**src/rtl/time_capture_pkg.sv**
```systemverilog
`default_nettype none
// ============================================================================
// Module   : time_capture_pkg
// Brief    : Shared types, widths and sample-to-display conversion helper.
// Revision : 1.0
// ============================================================================
package time_capture_pkg;

    localparam int DISP_ADDR_W = 10;
    localparam int DISP_DATA_W = 8;
    localparam int SAMPLE_W    = 16;

    typedef enum logic [1:0] {
        IDLE      = 2'd0,
        WAIT_TRIG = 2'd1,
        CAPTURE   = 2'd2,
        DONE      = 2'd3
    } state_t;

    // Offset-binary upper byte of a signed sample, clamped to the display height.
    function automatic logic [DISP_DATA_W-1:0] to_disp(input logic [SAMPLE_W-1:0] s,
                                                       input logic [DISP_DATA_W-1:0] max_v);
        logic [SAMPLE_W-1:0]    w;
        logic [DISP_DATA_W-1:0] u;
        w = s ^ 16'h8000;
        u = DISP_DATA_W'(w >> 8);
        return (u > max_v) ? max_v : u;
    endfunction

endpackage
`default_nettype wire

```
**src/rtl/time_capture_ctrl_sample_to_display.sv**
```systemverilog
`default_nettype none
// ============================================================================
// Module   : sample_to_display
// Brief    : Produces the registered display write word from the sample stream.
//            TIME_CAPTURE_AVERAGE_EN selects box-car averaging over DECIM samples.
// Revision : 1.0
// ============================================================================
module sample_to_display
    import time_capture_pkg::*;
#(
    parameter int DECIM    = 4,
    parameter int DISP_MAX = 239,
    parameter int DCNT_W   = 3
) (
    input  logic                       clk,
    input  logic                       rst,
    input  logic signed [SAMPLE_W-1:0] i_sample,
    input  logic                       i_vld,
    input  logic [DCNT_W-1:0]          i_pos,
    output logic                       o_word,
    output logic                       o_wr,
    output logic [DISP_DATA_W-1:0]     o_data
);

    logic [SAMPLE_W-1:0] w_value;

`ifdef TIME_CAPTURE_AVERAGE_EN
    localparam int LOG2  = $clog2(DECIM);
    localparam int ACC_W = SAMPLE_W + LOG2;

    logic signed [ACC_W-1:0] r_acc;
    logic signed [ACC_W-1:0] w_ext;
    logic signed [ACC_W-1:0] w_sum;

    // Group starts at position 0; the word is emitted with the last group member.
    always_comb begin
        w_ext   = ACC_W'(i_sample);
        w_sum   = (i_pos == '0) ? w_ext : r_acc + w_ext;
        w_value = SAMPLE_W'(w_sum >>> LOG2);
    end

    assign o_word = i_vld && (i_pos == DCNT_W'(DECIM - 1));

    always_ff @(posedge clk) begin
        if (rst) begin
            r_acc <= '0;
        end else if (i_vld) begin
            r_acc <= w_sum;
        end
    end
`else
    assign w_value = i_sample;
    assign o_word  = i_vld && (i_pos == '0);
`endif

    always_ff @(posedge clk) begin
        if (rst) begin
            o_wr   <= 1'b0;
            o_data <= '0;
        end else begin
            o_wr <= o_word;
            if (o_word) begin
                o_data <= to_disp(w_value, DISP_DATA_W'(DISP_MAX));
            end
        end
    end

endmodule
`default_nettype wire

```
**src/rtl/time_capture_ctrl.sv**
```systemverilog
`default_nettype none
// ============================================================================
// Module   : time_capture_ctrl
// Brief    : Triggered, decimated capture of audio samples into the time-domain
//            display memory. Honours TIME_CAPTURE_AVERAGE_EN via sample_to_display.
// Revision : 1.0
// ============================================================================
module time_capture_ctrl
    import time_capture_pkg::*;
#(
    parameter int                          NUM_POINTS   = 640,
    parameter int                          DECIM        = 4,
    parameter logic signed [SAMPLE_W-1:0]  TRIG_LEVEL   = '0,
    parameter int                          TRIG_TIMEOUT = 4096,
    parameter int                          DISP_MAX     = 239
) (
    input  logic                       ck100MHz,
    input  logic                       rst,
    input  logic signed [SAMPLE_W-1:0] sample_in,
    input  logic                       sample_vld,
    input  logic                       frame_req,
    output logic                       enaTime,
    output logic                       weaTime,
    output logic [DISP_ADDR_W-1:0]     addraTime,
    output logic [DISP_DATA_W-1:0]     dinaTime,
    output logic                       busy,
    output logic                       done,
    output logic                       trig_auto
);

    localparam int DCNT_W = $clog2(DECIM) + 1;

    state_t                       r_state;
    logic signed [SAMPLE_W-1:0]   r_prev;
    logic [15:0]                  r_tcnt;
    logic [DCNT_W-1:0]            r_dcnt;
    logic [DISP_ADDR_W-1:0]       r_widx;
    logic [DISP_ADDR_W-1:0]       r_addr;
    logic                         r_busy;
    logic                         r_done;
    logic                         r_auto;

    logic                         w_level;
    logic                         w_timeout;
    logic                         w_trig;
    logic                         w_cap_vld;
    logic [DCNT_W-1:0]            w_pos;
    logic                         w_pos_last;
    logic                         w_word;
    logic                         w_wr;
    logic                         w_last_word;

    assign w_level     = (r_prev < TRIG_LEVEL) && (sample_in >= TRIG_LEVEL);
    assign w_timeout   = (r_tcnt == 16'(TRIG_TIMEOUT - 1));
    assign w_trig      = (r_state == WAIT_TRIG) && sample_vld && (w_level || w_timeout);
    // The triggering sample is group position 0 of the capture.
    assign w_cap_vld   = sample_vld && ((r_state == CAPTURE) || w_trig);
    assign w_pos       = w_trig ? '0 : r_dcnt;
    assign w_pos_last  = (w_pos == DCNT_W'(DECIM - 1));
    assign w_last_word = w_word && (r_widx == DISP_ADDR_W'(NUM_POINTS - 1));

    sample_to_display #(
        .DECIM    (DECIM),
        .DISP_MAX (DISP_MAX),
        .DCNT_W   (DCNT_W)
    ) u_s2d (
        .clk      (ck100MHz),
        .rst      (rst),
        .i_sample (sample_in),
        .i_vld    (w_cap_vld),
        .i_pos    (w_pos),
        .o_word   (w_word),
        .o_wr     (w_wr),
        .o_data   (dinaTime)
    );

    always_ff @(posedge ck100MHz) begin
        if (rst) begin
            r_state <= IDLE;
            r_prev  <= '0;
            r_tcnt  <= '0;
            r_dcnt  <= '0;
            r_widx  <= '0;
            r_addr  <= '0;
            r_busy  <= 1'b0;
            r_done  <= 1'b0;
            r_auto  <= 1'b0;
        end else begin
            r_done <= 1'b0;
            if (sample_vld) begin
                r_prev <= sample_in;
            end
            if (w_word) begin
                r_addr <= r_widx;
                r_widx <= r_widx + 1'b1;
            end
            if (w_cap_vld) begin
                r_dcnt <= w_pos_last ? '0 : w_pos + 1'b1;
            end
            case (r_state)
                IDLE: begin
                    if (frame_req) begin
                        r_state <= WAIT_TRIG;
                        r_busy  <= 1'b1;
                        r_tcnt  <= '0;
                        r_auto  <= 1'b0;
                        r_widx  <= '0;
                    end
                end
                WAIT_TRIG: begin
                    if (sample_vld) begin
                        if (w_level) begin
                            r_state <= CAPTURE;
                        end else if (w_timeout) begin
                            r_state <= CAPTURE;
                            r_auto  <= 1'b1;
                        end else begin
                            r_tcnt <= r_tcnt + 16'd1;
                        end
                    end
                end
                CAPTURE: begin
                end
                DONE: begin
                    r_state <= IDLE;
                    r_busy  <= 1'b0;
                    r_done  <= 1'b1;
                end
                default: r_state <= IDLE;
            endcase
            // DONE is occupied during the final write strobe; the pulse follows it.
            if (w_last_word) begin
                r_state <= DONE;
            end
        end
    end

    assign enaTime   = w_wr;
    assign weaTime   = w_wr;
    assign addraTime = r_addr;
    assign busy      = r_busy;
    assign done      = r_done;
    assign trig_auto = r_auto;

endmodule
`default_nettype wire

```
**config.mk**
```make
export PLATFORM = sky130hd
export DESIGN_NAME = time_capture_ctrl
export DESIGN_NICKNAME = d
export VERILOG_FILES = /design/src/rtl/time_capture_pkg.sv /design/src/rtl/time_capture_ctrl_sample_to_display.sv /design/src/rtl/time_capture_ctrl.sv
export SDC_FILE = /design/constraint.sdc
export NUM_CORES = 1
export LEC_CHECK = 0
export BUFFER_PORTS_ARGS = -buffer_cell sky130_fd_sc_hd__buf_2
export CORE_UTILIZATION = 49
export CTS_BUF_LIST = sky130_fd_sc_hd__clkbuf_4
export CTS_CLUSTER_DIAMETER = 120
export DETAILED_ROUTE_END_ITERATION = 10
export GPL_ROUTABILITY_DRIVEN = 0
export PLACE_DENSITY = 0.72
export SYNTH_ARGS = -nofsm -noshare
export SYNTH_HDL_FRONTEND = slang
export SYNTH_SLANG_ARGS = --single-unit
export TNS_END_PERCENT = 10
```
**constraint.sdc**
```tcl
create_clock -name ck100MHz -period 8.9 [get_ports ck100MHz]
set_input_delay 1.335 -clock ck100MHz [delete_from_list [all_inputs] [get_ports ck100MHz]]
set_output_delay 1.335 -clock ck100MHz [all_outputs]
set_load 0.02 [all_outputs]
```
==> metrics.md <==
| Metric | Value |
|---|---|
| Status | finished, final reports clean |
| DRT antenna net count | 0 |
| Worst hold path type | reg2reg |
| Complex-gate fraction of the synthesized area | 0.174 |
| Adder-cell share of the synthesized area | 0.0392 |
| Initial DRT Pass Iterations | 5 |
| Combinational family with the most area after synthesis | simple AND/OR/NAND/NOR gates |
| Number of synthesized flops with an enable pin | 0 |
| Post-CTS Setup Inserts | 0 |
| Via count | 2277 |
| Fmax | 268 MHz |
| Synth Area in XOR/XNOR | 0.0240 |
| CP arrival | 4.05 ns |
| NetSw | 0.000122 W |
| Cells after Synth | 310 |
| Synth unique cells | 45 |
| Largest net degree at the start of global routing | 34 |
| DRC Markers | 0 |
| Post-layout min period | 3.73 ns |
| Reg2Reg Capture Point | r_widx[9]$_SDFF_PP0_ |
| Post-synthesis mux area share | 0.00783 |
| Logic pwr share | 0.126 |
| Actual slew at the worst max-slew pin | 1.18 ns |
| Relative slew slack | 0.211 |
| Worst vdd ir | 70.6 µV |
| Nets | 362 |
| Fin Clk Skew | 0.0189 ns |
| Switching share of power | 0.274 |
| DR WL/cell | 13.2 µm |
| Syn Area/Cell | 8.25 µm² |
| Reg2reg start | r_tcnt[12]$_SDFFE_PP0P_ |
| Vias in the first global route | 2052 |
| Total die area | 5510 µm² |
| Routed WL | 5300 µm |
| Simple-Gate Fraction of Synth Area | 0.292 |
| CTS Root Cell | clkbuf_4 |
| Reg2reg path depth | 10 |
| Flop2flop setup slack | 5.17 ns |
| Global route overflow | 0 |
| Die width | 74.2 µm |
| Clk network pwr share | 0.318 |
| Synth Flop Type | dfxtp_1 |
| Lkg Pwr | 1.02 nW |
| Die Y | 74.2 µm |
| CTS clock-pin slew for the worst setup and hold paths | 0.16 ns |
| Cts hold-fix bufs | 0 |
| CP required | 9.22 ns |
| PortBufs | 34 |
| Clock sink count | 54 |
| Fillers | 466 |
| DRT iter0 DRCs | 103 |
| Total CTS buffers | 5 |
| RSZ-0062 raised after global routing | no |
| CP endpoint kind | flip-flop |
| First-pass GRT wire length | 9130 µm |
| Depth of the worst hold-timing path | 2 |
| Io pins | 43 |
| Post-DP Area | 2740 µm² |
| Ys Warns | 0 |
| Async S/R FF share, synth | 0 |
| Vias per std cell | 5.66 |
| Bufs on Longest Clock Path | 2 |
| Internal Power | 0.000324 W |
| Setup total negative slack | 0 ns |
| Seq/Total Area, Yosys | 0.423 |
| Final HPWL DP | 3640 µm |
| Hold Path Sink | addraTime[5]$_SDFFE_PP0N_ |
| PwrDens | 158 nW/µm² |
| Maximum capacitance violations | 0 |
| Synthesized area | 2560 µm² |
| Kind of critical path | reg2reg |
| Post-CTS Resized | 0 |
| Area delta synth->final | 10.3% |
| Layout cells sized above 1 | 0.146 |
| Register share of total power | 0.556 |
| Worst-Skew Late Latency | 0.38 ns |
| TritonCTS clock tree | built |
| Initial antenna violation count | 0 |
| Core Rows | 25 |
| Period Utilization, post-route | 0.419 |
| Hold Vio Cnt, Final | 0 |
| Post-Syn Nets | 338 |
| Total GRT Usage | 0.210 |
| Final setup fails | 0 |
| Starting Density | 0.524 |
| Synthesis-stage register bit count | 54 |
| Finished Cell Area | 2820 µm² |
| N_diodes | 0 |
| Final Max Tran Viols | 0 |
| HP Start | addraTime[5]$_SDFFE_PP0N_ |
| H-tree depth | 2 |
| Core footprint | 4880 µm² |
| CP Launch Type | flip-flop |
| Critical path peak fanout | 26 |
logic make-up after synthesis:
group,after synthesis
xor gates and xnor gates,7
AOI/OAI and AO/OA,73
adders and majority gates,8
buffers and inverters,23
muxes,2
DFF,54
and+or+nand+nor,143
power by group through the flow:
| stage | Combinational [W] | Sequential [W] | Clock, W |
|---|---|---|---|
| 2_1_floorplan | 0.0000417 | 0.000254 | 0 |
| 3_3_place_gp | 0.0000556 | 0.000253 | 0 |
| 3_5_place_dp | 0.0000560 | 0.000253 | 0 |
| 4_1_cts | 0.0000565 | 0.000248 | 0.000148 |
| 5_1_grt | 0.0000639 | 0.000248 | 0.000155 |
| 6_report | 0.0000563 | 0.000248 | 0.000142 |
cells in the mapped netlist, types with 4 or more instances:
| cell | number | share of area |
|---|---|---|
| ha_1 | 8 | 0.039 |
| nor2_1 | 23 | 0.034 |
| dfxtp_1 | 54 | 0.42 |
| nor2b_1 | 7 | 0.017 |
| or4_1 | 8 | 0.023 |
| inv_1 | 5 | 0.0073 |
| xnor2_1 | 6 | 0.021 |
| clkbuf_1 | 10 | 0.015 |
| nor3_1 | 10 | 0.020 |
| nand4_1 | 8 | 0.020 |
| o31ai_1 | 7 | 0.021 |
| a21oi_1 | 37 | 0.072 |
| or3_1 | 10 | 0.024 |
| nand3_1 | 9 | 0.018 |
| a211oi_1 | 4 | 0.012 |
| nand2b_1 | 7 | 0.017 |
| o21ai_0 | 8 | 0.016 |
| nand2_1 | 41 | 0.060 |
final cells by class:
type / count / area [µm²] / area share
clock buffer: 5 / 37.5 / 0.0133
clock inverter: 3 / 47.5 / 0.0169
inverter: 5 / 18.8 / 0.00665
multi-input combinational: 233 / 1370 / 0.487
sequential: 54 / 1080 / 0.383
tap: 67 / 83.8 / 0.0297
timing repair buffer: 35 / 178 / 0.0630
worst max-delay path: stages, from the launching register on:
cell,delay [ns]
dfxtp_1,0.37
or4_4,0.57
or4_4,0.58
a21oi_1,0.38
nand2_1,0.18
nand2_1,0.11
ha_1,0.18
o211ai_1,0.13
a21o_1,0.46
or4_1,0.58
a21oi_1,0.14
cell usage in the layout, fill, tap and decap left out, types with 2 or more instances in the layout:
cell	netlist	layout
nand3b_1	3	3
nand2b_1	7	7
o31ai_1	7	7
o21ai_0	8	8
nor4_1	3	3
nor3_1	10	10
nor2b_1	7	7
nand4_1	8	8
or3_1	10	10
xnor2_1	6	6
and4_1	2	2
o2111ai_1	2	2
and3_1	3	3
a21oi_1	37	37
nor2_1	23	23
o211ai_1	3	3
ha_1	8	8
or4_1	8	8
nand3_1	9	9
a21o_1	2	2
or4_4	2	2
dfxtp_1	54	54
clkbuf_4	0	5
nand2_1	41	41
buf_2	3	34
inv_1	5	5
a211oi_1	4	4
a31oi_1	3	3
mux2i_1	2	2
and2_1	3	3
worst max-delay path by stage:
stage                       startpoint              endpoint  slack (ns)  cells after the start
3_5_place_dp             sample_in[15]  r_widx[7]$_SDFF_PP0_        5.01                     10
4_1_cts        r_tcnt[12]$_SDFFE_PP0P_  r_widx[7]$_SDFF_PP0_        5.18                     10
2_1_floorplan            sample_in[15]  r_widx[7]$_SDFF_PP0_        5.78                      9
6_report       r_tcnt[12]$_SDFFE_PP0P_  r_widx[9]$_SDFF_PP0_        5.17                     10
3_3_place_gp             sample_in[15]  r_widx[7]$_SDFF_PP0_        5.07                     10
5_1_grt        r_tcnt[12]$_SDFFE_PP0P_  r_widx[9]$_SDFF_PP0_        4.85                     10
metrics by stage:
stage,total power [W],std cells,hold WS (ns),setup WS (ns),utilization
final,0.000446,402,0.461,5.17,0.578
after global routing,0.000467,402,0.483,4.85,0.578
after CTS,0.000452,402,0.464,5.18,0.578
after detailed placement,0.000309,394,0.443,5.01,0.561
after global placement,0.000308,394,0.436,5.07,0.561
after floorplan,0.000296,310,0.426,5.78,-
flip-flops by register name, indices dropped and copies added, names as in the netlist:
signal and cells:
r_widx 10, r_dcnt 3, u_s2d.o_data 8, u_s2d.o_wr 1, r_prev 1, done 1
r_tcnt 16, r_state 2, busy 1, trig_auto 1, addraTime 10
metal layers:
metal  vias to the layer above  GRT usage  share of wire
met5                         -          0              0
met4                         0     0.0587          0.015
met3                         6     0.0366          0.034
met2                        41      0.334           0.46
met1                      1072      0.292           0.49
li1                       1158          -              -
Power figures use the tool's default switching activity.
